$ cat src/rtl/genmem_seq.sv
`default_nettype none
// ============================================================================
// Module   : genmem_seq
// Purpose  : Byte-serial, bounds-checked read/write memory. An access of
//            1..2**EXTRA little-endian words is accepted on req in IDLE,
//            checked against an inclusive [lower_bound, upper_bound] window,
//            then transferred one word per clock. done pulses for one cycle
//            at the end; error flags a refused (out-of-window) access.
// Ports    : clk          - clock, rising edge
//            reset        - asynchronous active-low reset
//            req/we       - access request / 1=write 0=read
//            addr/extra   - first word address / word count minus one
//            lower_bound  - lowest legal address (inclusive)
//            upper_bound  - highest legal address (inclusive)
//            wdata/rdata  - write / read data, word i at [i*DW +: DW]
//            busy/done    - not IDLE / one-cycle completion pulse
//            error        - bounds fault of the completed access
// Revision : 1.0 - initial release
// ============================================================================
module genmem_seq #(
  parameter int    AW      = 4,
  parameter int    DW      = 8,
  parameter int    EXTRA   = 4,
  parameter string MEMFILE = ""
) (
  input  logic                      clk,
  input  logic                      reset,
  input  logic                      req,
  input  logic                      we,
  input  logic [AW:0]               addr,
  input  logic [EXTRA-1:0]          extra,
  input  logic [AW:0]               lower_bound,
  input  logic [AW:0]               upper_bound,
  input  logic [(2**EXTRA)*DW-1:0]  wdata,
  output logic [(2**EXTRA)*DW-1:0]  rdata,
  output logic                      busy,
  output logic                      done,
  output logic                      error
);

  localparam int c_nw    = 2**EXTRA;
  localparam int c_bw    = c_nw * DW;
  localparam int c_depth = 2**(AW+1);

  localparam logic [1:0] c_st_idle = 2'd0;
  localparam logic [1:0] c_st_xfer = 2'd1;
  localparam logic [1:0] c_st_done = 2'd2;

  logic [1:0]       r_state;
  logic [1:0]       w_next;

  logic             r_we;
  logic [AW:0]      r_addr;
  logic [EXTRA-1:0] r_extra;
  logic [EXTRA-1:0] r_cnt;
  logic [c_bw-1:0]  r_wdata;
  logic [c_bw-1:0]  r_rdata;
  logic             r_error;

  logic [DW-1:0]    r_mem [c_depth];

  logic [AW+1:0]    w_end;
  logic             w_fault;
  logic [AW:0]      w_maddr;
  logic             w_last;
  logic             w_accept;
  int               w_lane;

  // One extra bit on the end address exposes a carry out of the address
  // space, which is refused rather than allowed to wrap to address 0.
  assign w_end    = {1'b0, addr} + (AW+2)'(extra);
  assign w_fault  = (addr < lower_bound) || (w_end > {1'b0, upper_bound}) || w_end[AW+1];
  assign w_maddr  = r_addr + (AW+1)'(r_cnt);
  assign w_last   = (r_cnt == r_extra);
  assign w_accept = (r_state == c_st_idle) && req;
  assign w_lane   = int'(r_cnt) * DW;

  // State register
  always_ff @(posedge clk or negedge reset) begin
    if (!reset) begin
      r_state <= c_st_idle;
    end else begin
      r_state <= w_next;
    end
  end

  // Next-state logic
  always_comb begin
    w_next = r_state;
    case (r_state)
      c_st_idle: if (req) w_next = w_fault ? c_st_done : c_st_xfer;
      c_st_xfer: if (w_last) w_next = c_st_done;
      c_st_done: w_next = c_st_idle;
      default:   w_next = c_st_idle;
    endcase
  end

  // Output logic
  always_comb begin
    busy = (r_state != c_st_idle);
    done = (r_state == c_st_done);
  end

  assign rdata = r_rdata;
  assign error = r_error;

  // Access latch, word counter and read assembly
  always_ff @(posedge clk or negedge reset) begin
    if (!reset) begin
      r_we    <= 1'b0;
      r_addr  <= '0;
      r_extra <= '0;
      r_cnt   <= '0;
      r_wdata <= '0;
      r_rdata <= '0;
      r_error <= 1'b0;
    end else if (w_accept) begin
      r_we    <= we;
      r_addr  <= addr;
      r_extra <= extra;
      r_wdata <= wdata;
      r_cnt   <= '0;
      r_error <= w_fault;
      // Clearing on a read guarantees words above extra read back as 0.
      if (w_fault || !we) begin
        r_rdata <= '0;
      end
    end else if (r_state == c_st_xfer) begin
      if (!r_we) begin
        r_rdata[w_lane +: DW] <= r_mem[w_maddr];
      end
      if (!w_last) begin
        r_cnt <= r_cnt + 1'b1;
      end
    end
  end

  // Memory write port; state is forced to IDLE by reset, so an aborted
  // write simply stops after the words already stored.
  always_ff @(posedge clk) begin
    if ((r_state == c_st_xfer) && r_we) begin
      r_mem[w_maddr] <= r_wdata[w_lane +: DW];
    end
  end

endmodule
`default_nettype wire

$ cat config.mk
export PLATFORM = sky130hd
export DESIGN_NAME = genmem_seq
export DESIGN_NICKNAME = d
export VERILOG_FILES = /design/src/rtl/genmem_seq.sv
export SDC_FILE = /design/constraint.sdc
export NUM_CORES = 1
export LEC_CHECK = 0
export BUFFER_PORTS_ARGS = -buffer_cell sky130_fd_sc_hd__buf_2
export CORE_UTILIZATION = 58
export CTS_CLUSTER_DIAMETER = 200
export DETAILED_ROUTE_END_ITERATION = 10
export PLACE_DENSITY_LB_ADDON = 0.08
export SETUP_SLACK_MARGIN = 0.2
export SKIP_LAST_GASP = 1
export SYNTH_ARGS = -nofsm -noshare
export SYNTH_HDL_FRONTEND = slang
export SYNTH_SLANG_ARGS = --single-unit
$ cat constraint.sdc
create_clock -name clk -period 3.5 [get_ports clk]
set_clock_uncertainty 0.05 [all_clocks]
set_input_delay 0 -clock clk [delete_from_list [all_inputs] [get_ports clk]]
set_output_delay 0 -clock clk [all_outputs]
set_load 0.01 [all_outputs]
Word-level counts from Yosys, hierarchy flattened. Memories as Yosys holds them, arrays and structs flattened. Index checks and enable logic that the tools add are counted.

Output and inout bits: 131. Memories kept: 1. Bits of input ports: 151. Word-level logic and storage cells: 52. Register bits after elaboration: 273. RAM bits: 256.

Shift-type cells: 3. Multiplexer cells: 14. Reductions and logical operators: 12. Add/subtract/negate cells: 4. Equal/unequal tests: 8. Magnitude comparators: 2.

Memory list: r_mem (depth 32, bits a word 8, rd ports 1, clocked after Yosys merged registers in 0, write ports 1, RTL line 60) `logic [DW-1:0] r_mem [c_depth];`.

Operators by type and width (number): 128-bit two-way mux (4); 128-bit bitwise mux (1); 8-bit by 33-bit variable shift with 128-bit output (first input constant) (1); 128-bit by 8-bit variable part select with 8-bit output (1); 8-bit by 33-bit variable part select with 128-bit output (1); 7-bit negator with 33-bit output (1); 4-bit two-way mux (3); 5-bit by 4-bit adder with 6-bit output (1); 6-bit by 5-bit greater-than comparator with 1-bit output (1); 2-bit two-way mux (3); 2-bit by 1-bit != test with 1-bit output (second input constant) (3); 5-bit by 4-bit adder with 5-bit output (1); 5-bit < comparator (1); 4-bit by 1-bit adder with 4-bit output (second input constant) (1); 4-bit equality test (1); 2-bit != test (second input constant) (2); 2-bit case mux with 2 select lines (1); 2-bit AND reduction (2); 2-bit nonzero test (2); 1-bit logical OR (3); 3-bit AND reduction (1); 2-bit by 1-bit equality test with 1-bit output (second input constant) (1); 2-bit equality test (second input constant) (1); 1-bit logical AND (2); 3 further kinds (4).

Logic depth before layout (Yosys ltp). Gate-level depths: netlist of the first run.

Depth in word-level cells: 7. Depth in mapped cells: 13. Depth with buffers taken out: 12.

Least setup slack after synthesis of the first run. No wires, ideal clock.

Path kind: reg-to-reg. From: register r_cnt[1]. To: register r_rdata[88] (netlist: rdata[88]). Data required time: 3.383 ns. Library setup time: 0.067 ns. Period minus slack after synthesis: 2.947 ns. Slack: 0.553 ns. Buffers on the path: 2. Arrival: 2.830 ns. Stages on the path, launching flop included: 9. Path through: dfrtp_1 -> buf_1 -> clkbuf_1 -> nor3_1 -> ha_1 -> or3_1 -> or3_1 -> nor2_1 -> a22o_1.

Word-level cells in the longest chain between the ends: 7. Elaborated cells on any way between the ends: 9. Classes of those cells: add/sub: 2; shift: 2; mux: 4; memory: 1.

RTL lines: start: declaration (RTL line 55) `logic [EXTRA-1:0] r_cnt;`; start signal: assignment (RTL line 133) `r_cnt <= r_cnt + 1'b1;`; 5-bit by 4-bit adder with 5-bit output (RTL line 73) `assign w_maddr = r_addr + (AW+1)'(r_cnt);`; memory 32 x 8 bit; 8-bit by 33-bit variable part select with 128-bit output (RTL line 130) `r_rdata[w_lane +: DW] <= r_mem[w_maddr];`; 128-bit bitwise mux (*) (RTL line 130); 128-bit two-way mux (*) (RTL line 129) `if (!r_we) begin`; 128-bit two-way mux (*) (RTL line 128) `end else if (r_state == c_st_xfer) begin`; 128-bit two-way mux (*) (RTL line 117) `end else if (w_accept) begin`; end signal: indexed assignment (RTL line 130); end: declaration (RTL line 57) `logic [c_bw-1:0] r_rdata;`.

Every way passes the cells marked *; elsewhere a longest branch is shown, timed or not. The select of a mux whose other input is x is not followed. A chain may end at the register's enable or synchronous reset.

Worst setup path in the final report of the first run.
From: register r_cnt[0]. To: register r_rdata[7] (netlist: rdata[7]).

Same word-level chain as after synthesis.

==> flow_summary.yaml, run 1 <==
layout:
  fillers: 2340
  layout.nets: 2200
  synthToLayoutAreaGrowth_pct: 24.85
  finalInstanceArea_sq_um: 27420
  drive_gt1_share_pct: 26.51
  layout.cells.non_filler: 2573
logic_synthesis:
  synth_edf_count: 256
  ys_types: 46
  syn_area_sq_um: 21960
  yosysWarnings: 0
  synth_ff_type: "dfrtp_1"
  netlist.area_leader.share_pct: 35.00
  synth_seq_area_share_pct: 66.11
  netlist_top_cells_area: "edfxtp_1, dfrtp_1, mux4_2, nand2_1, a22o_1"
  ys_seq_elements: 529
  synthArstFlopShare_pct: 51.61
  syn_nets: 1742
  ys_top_cells_by_count: "nand2_1, dfrtp_1, edfxtp_1"
  syn_inst: 1566
  synth_top_cell_by_area: "edfxtp_1"
  synth.most_common_cell: "nand2_1"
  avgSynthCellArea_sq_um: 14.02
routing:
  vias_per_cell: 5.838
  vias: 15020
  postRouteAntennaNets: 0
  drtIter0Drc: 1231
  drt-wirelength-per-cell_um: 22.29
  wl_um: 57340
  drt_pre_antenna_iters: 6
  drcViolationCount: 0
placement:
  dp_cells: 2329
  dp_slack_ns: 0.2564
  dpl_cell_area_sq_um: 24180
  dp_hpwl_um: 35300
  portBuffers: 281
  finalWeightedCongestion: 0.8642
clock_network:
  clockBufferDepth: 3
  numCtsBuffers: 53
  clk_latency_ns: 0.60
  cts_tree: "done"
  htree_levels: 2
  clkTransAtPathRegs_ns: 0.06
  numClockSinks: 529
  root_buffer: "clkbuf_16"
sta:
  whs_ns: -0.003015
  hold_viol: 4
  tns_ns: 0
  fin_crit_ns: 3.211
  setup_slack_ns: 0.2891
  slew_viol_final: 0
  grt_setup_unrepaired: "false"
  setup_viol: 0
  relSlewSlack_pct: 28.48
  fmax_mhz: 311.4
  fin_crit_sh_pct: 91.74
  tightest_slew_ns: 1.069
floorplan:
  die-width_um: 196.6
  ios: 282
  dieArea_sq_um: 38650
  core_sq_um: 36960
  die_y_um: 196.6
  rows: 70
  start_util_pct: 59.42
setup_path:
  crit_start: "r_cnt[0]"
  cp_slowest_stage_delay_ns: 0.84
  critPathMaxFanout: 28
  crit_arrival_ns: 3.69
  worst_setup_path_start_kind: "flip-flop"
  path_buf_inv: 1
  worstSetupPathType: "reg -> reg"
  crit_family: "compound AO/OA/AOI/OAI gates"
  reg2reg_from: "r_cnt[0]"
  end_kind: "flip-flop"
  cp_slowest_cell: "a221oi_4"
  path_cells: "ha_4, fa_2, buf_4, mux4_2, mux2i_1, a221oi_4, a22o_1"
  crit_required_ns: 3.98
global_route:
  grt_pass1_wl_um: 88730
  antenna_found_initial: 3
  grt_max_degree: 145
  grt.total_usage_pct: 30.62
  overflow: 0
  first_global_vias: 15300
power_and_ir_drop:
  powerDensity_nw_per_um2: 902.3
  peakVddDrop_v: 0.0008034
  p_leak_nw: 12.13
  total_power_w: 0.02474
outcome:
  status: "finished, violations left"
  violations: "negative hold slack"
flow_run:
  cap_violations: 0
min_path:
  worst_hold_path_type: "in -> async"
[worst reg2reg max path: stages, from the launching register on]
cell,delay [ns]
dfrtp_2,0.43
ha_4,0.17
fa_2,0.56
buf_4,0.37
mux4_2,0.30
mux2i_1,0.12
a221oi_4,0.84
a22o_1,0.29
[flip-flops by register name, indices dropped and copies added (netlist names)]
| register | flops |
|---|---|
| r_addr | 5 |
| r_mem | 256 |
| r_extra | 4 |
| r_state | 2 |
| r_cnt | 4 |
| r_wdata | 128 |
| rdata | 128 |
| error | 1 |
| r_we | 1 |
[power by group]
group / switching [W] / total [W] / internal [W] / leakage (nW)
Clock: 0.00230 / 0.00561 / 0.00331 / 0.855
Combinational: 0.00644 / 0.0104 / 0.00395 / 5.38
Sequential: 0.000511 / 0.00874 / 0.00823 / 5.89
Total: 0.00925 / 0.0247 / 0.0155 / 12.1
[final cells by class]
type,count,area [sq um],area share (%)
flip-flops and latches,529,14520,52.96
inverters,15,56.30,0.2053
well taps,504,630.6,2.300
repair buffers,479,3403,12.41
diodes,2,5.005,0.01825
clock buffers,88,1630,5.946
multi-input cells,946,7066,25.77
clock inverters,10,107.6,0.3924
[layer usage]
| metal | wire length (um) | GRT usage, % | vias up | share of wire (%) |
|---|---|---|---|---|
| met2 | 28170 | 49.62 | 655 | 49 |
| met3 | 3813 | 5.339 | 142 | 6.6 |
| met1 | 23300 | 42.13 | 7586 | 41 |
| met5 | 16 | 0 | - | 0.028 |
| li1 | - | - | 6636 | - |
| met4 | 2033 | 11.51 | 2 | 3.5 |
[stage by stage]
| step | hold slack [ns] | utilization (%) |
|---|---|---|
| 4_1_cts | 0.05172 | 73.93 |
| 2_1_floorplan | -0.3456 | - |
| 3_3_place_gp | 0.07942 | 65.43 |
| 5_1_grt | 0.08815 | 74.19 |
| 6_report | -0.003015 | 74.19 |
| 3_5_place_dp | 0.08484 | 65.43 |
[cells in the final DEF (no fill, tap or decap), types with 3 or more instances in the layout]
master,count
clkinv_2,6
a211oi_1,3
xnor2_1,4
nand2b_1,8
a21oi_2,3
a21oi_1,16
mux2i_1,17
a21o_1,5
buf_4,46
xor2_1,6
dfrtp_1,271
buf_2,280
clkbuf_16,55
nor2_1,71
nand4_1,4
buf_12,12
o21ai_0,20
clkbuf_1,20
or3_1,4
nand3_1,9
inv_1,15
a221oi_4,8
o22ai_1,8
edfxtp_1,256
a22o_1,128
nor2b_1,3
dlygate4sd3_1,140
o21ai_1,4
nand2_1,471
mux4_2,104
ha_1,22
clkbuf_8,13
[kinds of logic (layout without fill, tap and decap cells)]
family                     Yosys count  after routing  synth area share (%)
buffers and inverters               91            592                 1.937
muxes                              121            121                 11.44
AOI/OAI and AO/OA                  203            203                 7.930
xor gates and xnor gates            11             11                0.4729
and+or+nand+nor                    586            586                 10.62
DFF                                529            529                 66.11
adders and majority gates           25             25                 1.493
other                                0              2                     0
[timing repair]
action,4_1_cts,5_1_grt
setup endpoints to repair,0,49
endpoints found under the hold margin,250,0
gates resized for setup,0,3
buffers inserted,0,4
hold buffers,140,0
[worst paths after layout]
| path | endpoint | slack, ns | depth (start not counted) |
|---|---|---|---|
| max | rdata[7] | 0.29 | 7 |
| min | rdata[101] | -0.003 | 2 |
| max reg2reg | rdata[7] | 0.29 | 7 |
| min reg2reg | r_wdata[49] | 0.42 | 2 |
| max in group asynchronous | rdata[83] | 2.42 | 3 |
| min in group clk | r_wdata[30] | 0.09 | 4 |
(Power assumes the default switching activity.)
==> run 2, diff against run 1 <==
--- a/config.mk
+++ b/config.mk
@@ -6,7 +6,7 @@
 export NUM_CORES = 1
 export LEC_CHECK = 0
 export BUFFER_PORTS_ARGS = -buffer_cell sky130_fd_sc_hd__buf_2
-export CORE_UTILIZATION = 58
+export CORE_UTILIZATION = 62
 export CTS_CLUSTER_DIAMETER = 200
 export DETAILED_ROUTE_END_ITERATION = 10
 export PLACE_DENSITY_LB_ADDON = 0.08
==> constraint.sdc (replaced) <==
create_clock -name clk -period 3.9 [get_ports clk]
set_clock_uncertainty 0.05 [all_clocks]
set_input_delay 0 -clock clk [delete_from_list [all_inputs] [get_ports clk]]
set_output_delay 0 -clock clk [all_outputs]
set_load 0.01 [all_outputs]
==> flow_summary.yaml, run 2 (same netlist as run 1, synthesis figures left out) <==
sta:
  tns_ns: 0
  fmax_mhz: 290.5
  slew_viol_final: 0
  setup_viol: 0
  relSlewSlack_pct: 32.54
  hold_viol: 0
  fin_crit_ns: 3.443
  grt_setup_unrepaired: "false"
  fin_crit_sh_pct: 88.27
  tightest_slew_ns: 1.012
  whs_ns: 0.06337
layout:
  synthToLayoutAreaGrowth_pct: 23.13
  top_register: "r_mem"
  largest_reg_flops: 256
  final_common_cell: "nand2_1"
  seq_area_sq_um: 14520
  layout.nets: 2176
  final_cell_mix: "nand2_1, buf_2, dfrtp_1, edfxtp_1, dlygate4sd3_1"
  drive_gt1_share_pct: 25.70
  finalInstanceArea_sq_um: 27040
  fillers: 1941
  multi_input_area_sq_um: 7054
clock_network:
  postCtsSetupBuffers: 0
  htree_levels: 2
  root_buffer: "clkbuf_16"
  cts_tree: "done"
  clkTransAtPathRegs_ns: 0.06
  clk_latency_ns: 0.59
  clockBufferDepth: 3
  numClockSinks: 529
  numCtsBuffers: 51
placement:
  portBuffers: 281
  finalWeightedCongestion: 0.8325
  dp_hpwl_um: 35080
  dpl_cell_area_sq_um: 23960
routing:
  postRouteAntennaNets: 0
  vias_per_cell: 6.195
  vias: 15470
  wl_um: 59800
  wl_met3_um: 5039
  drtIter0Drc: 1467
  drt_pre_antenna_iters: 5
  drcViolationCount: 0
  drt-wirelength-per-cell_um: 23.95
  met2RoutedLength_um: 29280
  top_layer_used: "met5"
  m1WireLength_um: 22990
power_and_ir_drop:
  p_clk_share_pct: 22.7
  p_sw_share_pct: 38.28
  internal_power_w: 0.01348
  p_leak_nw: 11.96
  peakVddDrop_v: 0.0007997
  p_switching_w: 0.008365
  pwr-share-seq_pct: 36.0
  powerDensity_nw_per_um2: 808.0
  p_comb_share_pct: 41.3
setup_path:
  reg2reg_from: "r_cnt[0]"
  crit_arrival_ns: 3.90
  cp_slowest_cell: "a221oi_4"
  worst_setup_path_start_kind: "flip-flop"
  critPathMaxFanout: 16
  path_cells: "ha_4, fa_2, nand3_1, a21boi_1, o211ai_2, o22ai_1, a221oi_4, a22o_1"
  worstSetupPathType: "reg -> reg"
  crit_required_ns: 4.36
  end_kind: "flip-flop"
  path_buf_inv: 0
  crit_start: "r_cnt[0]"
  crit_family: "compound AO/OA/AOI/OAI gates"
  cp_slowest_stage_delay_ns: 0.81
floorplan:
  die_y_um: 190.2
  dieArea_sq_um: 36180
  die-width_um: 190.2
  start_util_pct: 63.27
  core_sq_um: 34710
  ios: 282
  rows: 68
global_route:
  grt.total_usage_pct: 34.10
  antenna_found_initial: 4
  first_global_vias: 15660
  overflow: 0
  grt_pass1_wl_um: 91450
  grt_max_degree: 145
flow_run:
  cap_violations: 0
min_path:
  worst_hold_path_type: "in -> async"
outcome:
  status: "finished clean"
## run 2: changes by cell type in the layout (fill, tap and decap cells not counted), moves of 3 or more
cell / before / now
clkbuf_1: 20 / 10
clkinv_2: 6 / 13
buf_12: 12 / 6
clkbuf_8: 13 / 7
a21oi_1: 16 / 19
buf_4: 46 / 30
clkinv_1: 0 / 3
a21oi_2: 3 / 0
## run 2: what timing repair did
item | in CTS | in global routing
hold endpoints to repair | 263 | 0
hold buffers | 140 | 0
resized for setup | 0 | 0
setup endpoints to repair | 0 | 0
## run 2: layer usage
metal | GRT usage [%] | vias up
met5 | 0 | -
met4 | 14.03 | 2
met3 | 6.791 | 171
met2 | 55.11 | 928
met1 | 45.92 | 7790
li1 | - | 6577
## run 2: final cells by class
| class | instances | share of cell area (%) |
|---|---|---|
| sequential | 529 | 53.70 |
| multi-input combinational | 946 | 26.09 |
| timing repair buffer | 457 | 11.70 |
| clock buffer | 70 | 5.400 |
| tap | 455 | 2.105 |
| clock inverter | 22 | 0.7773 |
| inverter | 15 | 0.2082 |
| antenna | 3 | 0.02776 |
## run 2: power by group through the flow
stage	logic, W	clock network (W)	registers (W)
final	0.00902	0.00496	0.00787
after global routing	0.00965	0.00521	0.00793
after CTS	0.00896	0.00499	0.00782
after detailed placement	0.00877	0	0.00791
after global placement	0.00862	0	0.00787
after floorplan	0.00632	0	0.00775
## run 2: path summary, 6_finish.rpt
kind | cells after the start | to | slack [ns]
max | 8 | rdata[32] | 0.46
min | 2 | rdata[101] | 0.06
max reg2reg | 8 | rdata[32] | 0.46
min reg2reg | 2 | r_wdata[116] | 0.42
max in group asynchronous | 3 | r_wdata[99] | 2.75
min in group clk | 6 | r_state[0] | 0.08
## run 2: through the flow
step | power (W) | instances | util, % | setup WS, ns
5_1_grt | 0.02279 | 2497 | 77.90 | 0.2652
4_1_cts | 0.02177 | 2494 | 77.88 | 0.4195
3_5_place_dp | 0.01668 | 2262 | 69.03 | 0.4846
3_3_place_gp | 0.01649 | 2262 | 69.03 | 0.4491
6_report | 0.02185 | 2497 | 77.90 | 0.4573
2_1_floorplan | 0.01407 | 1566 | - | 0.9527
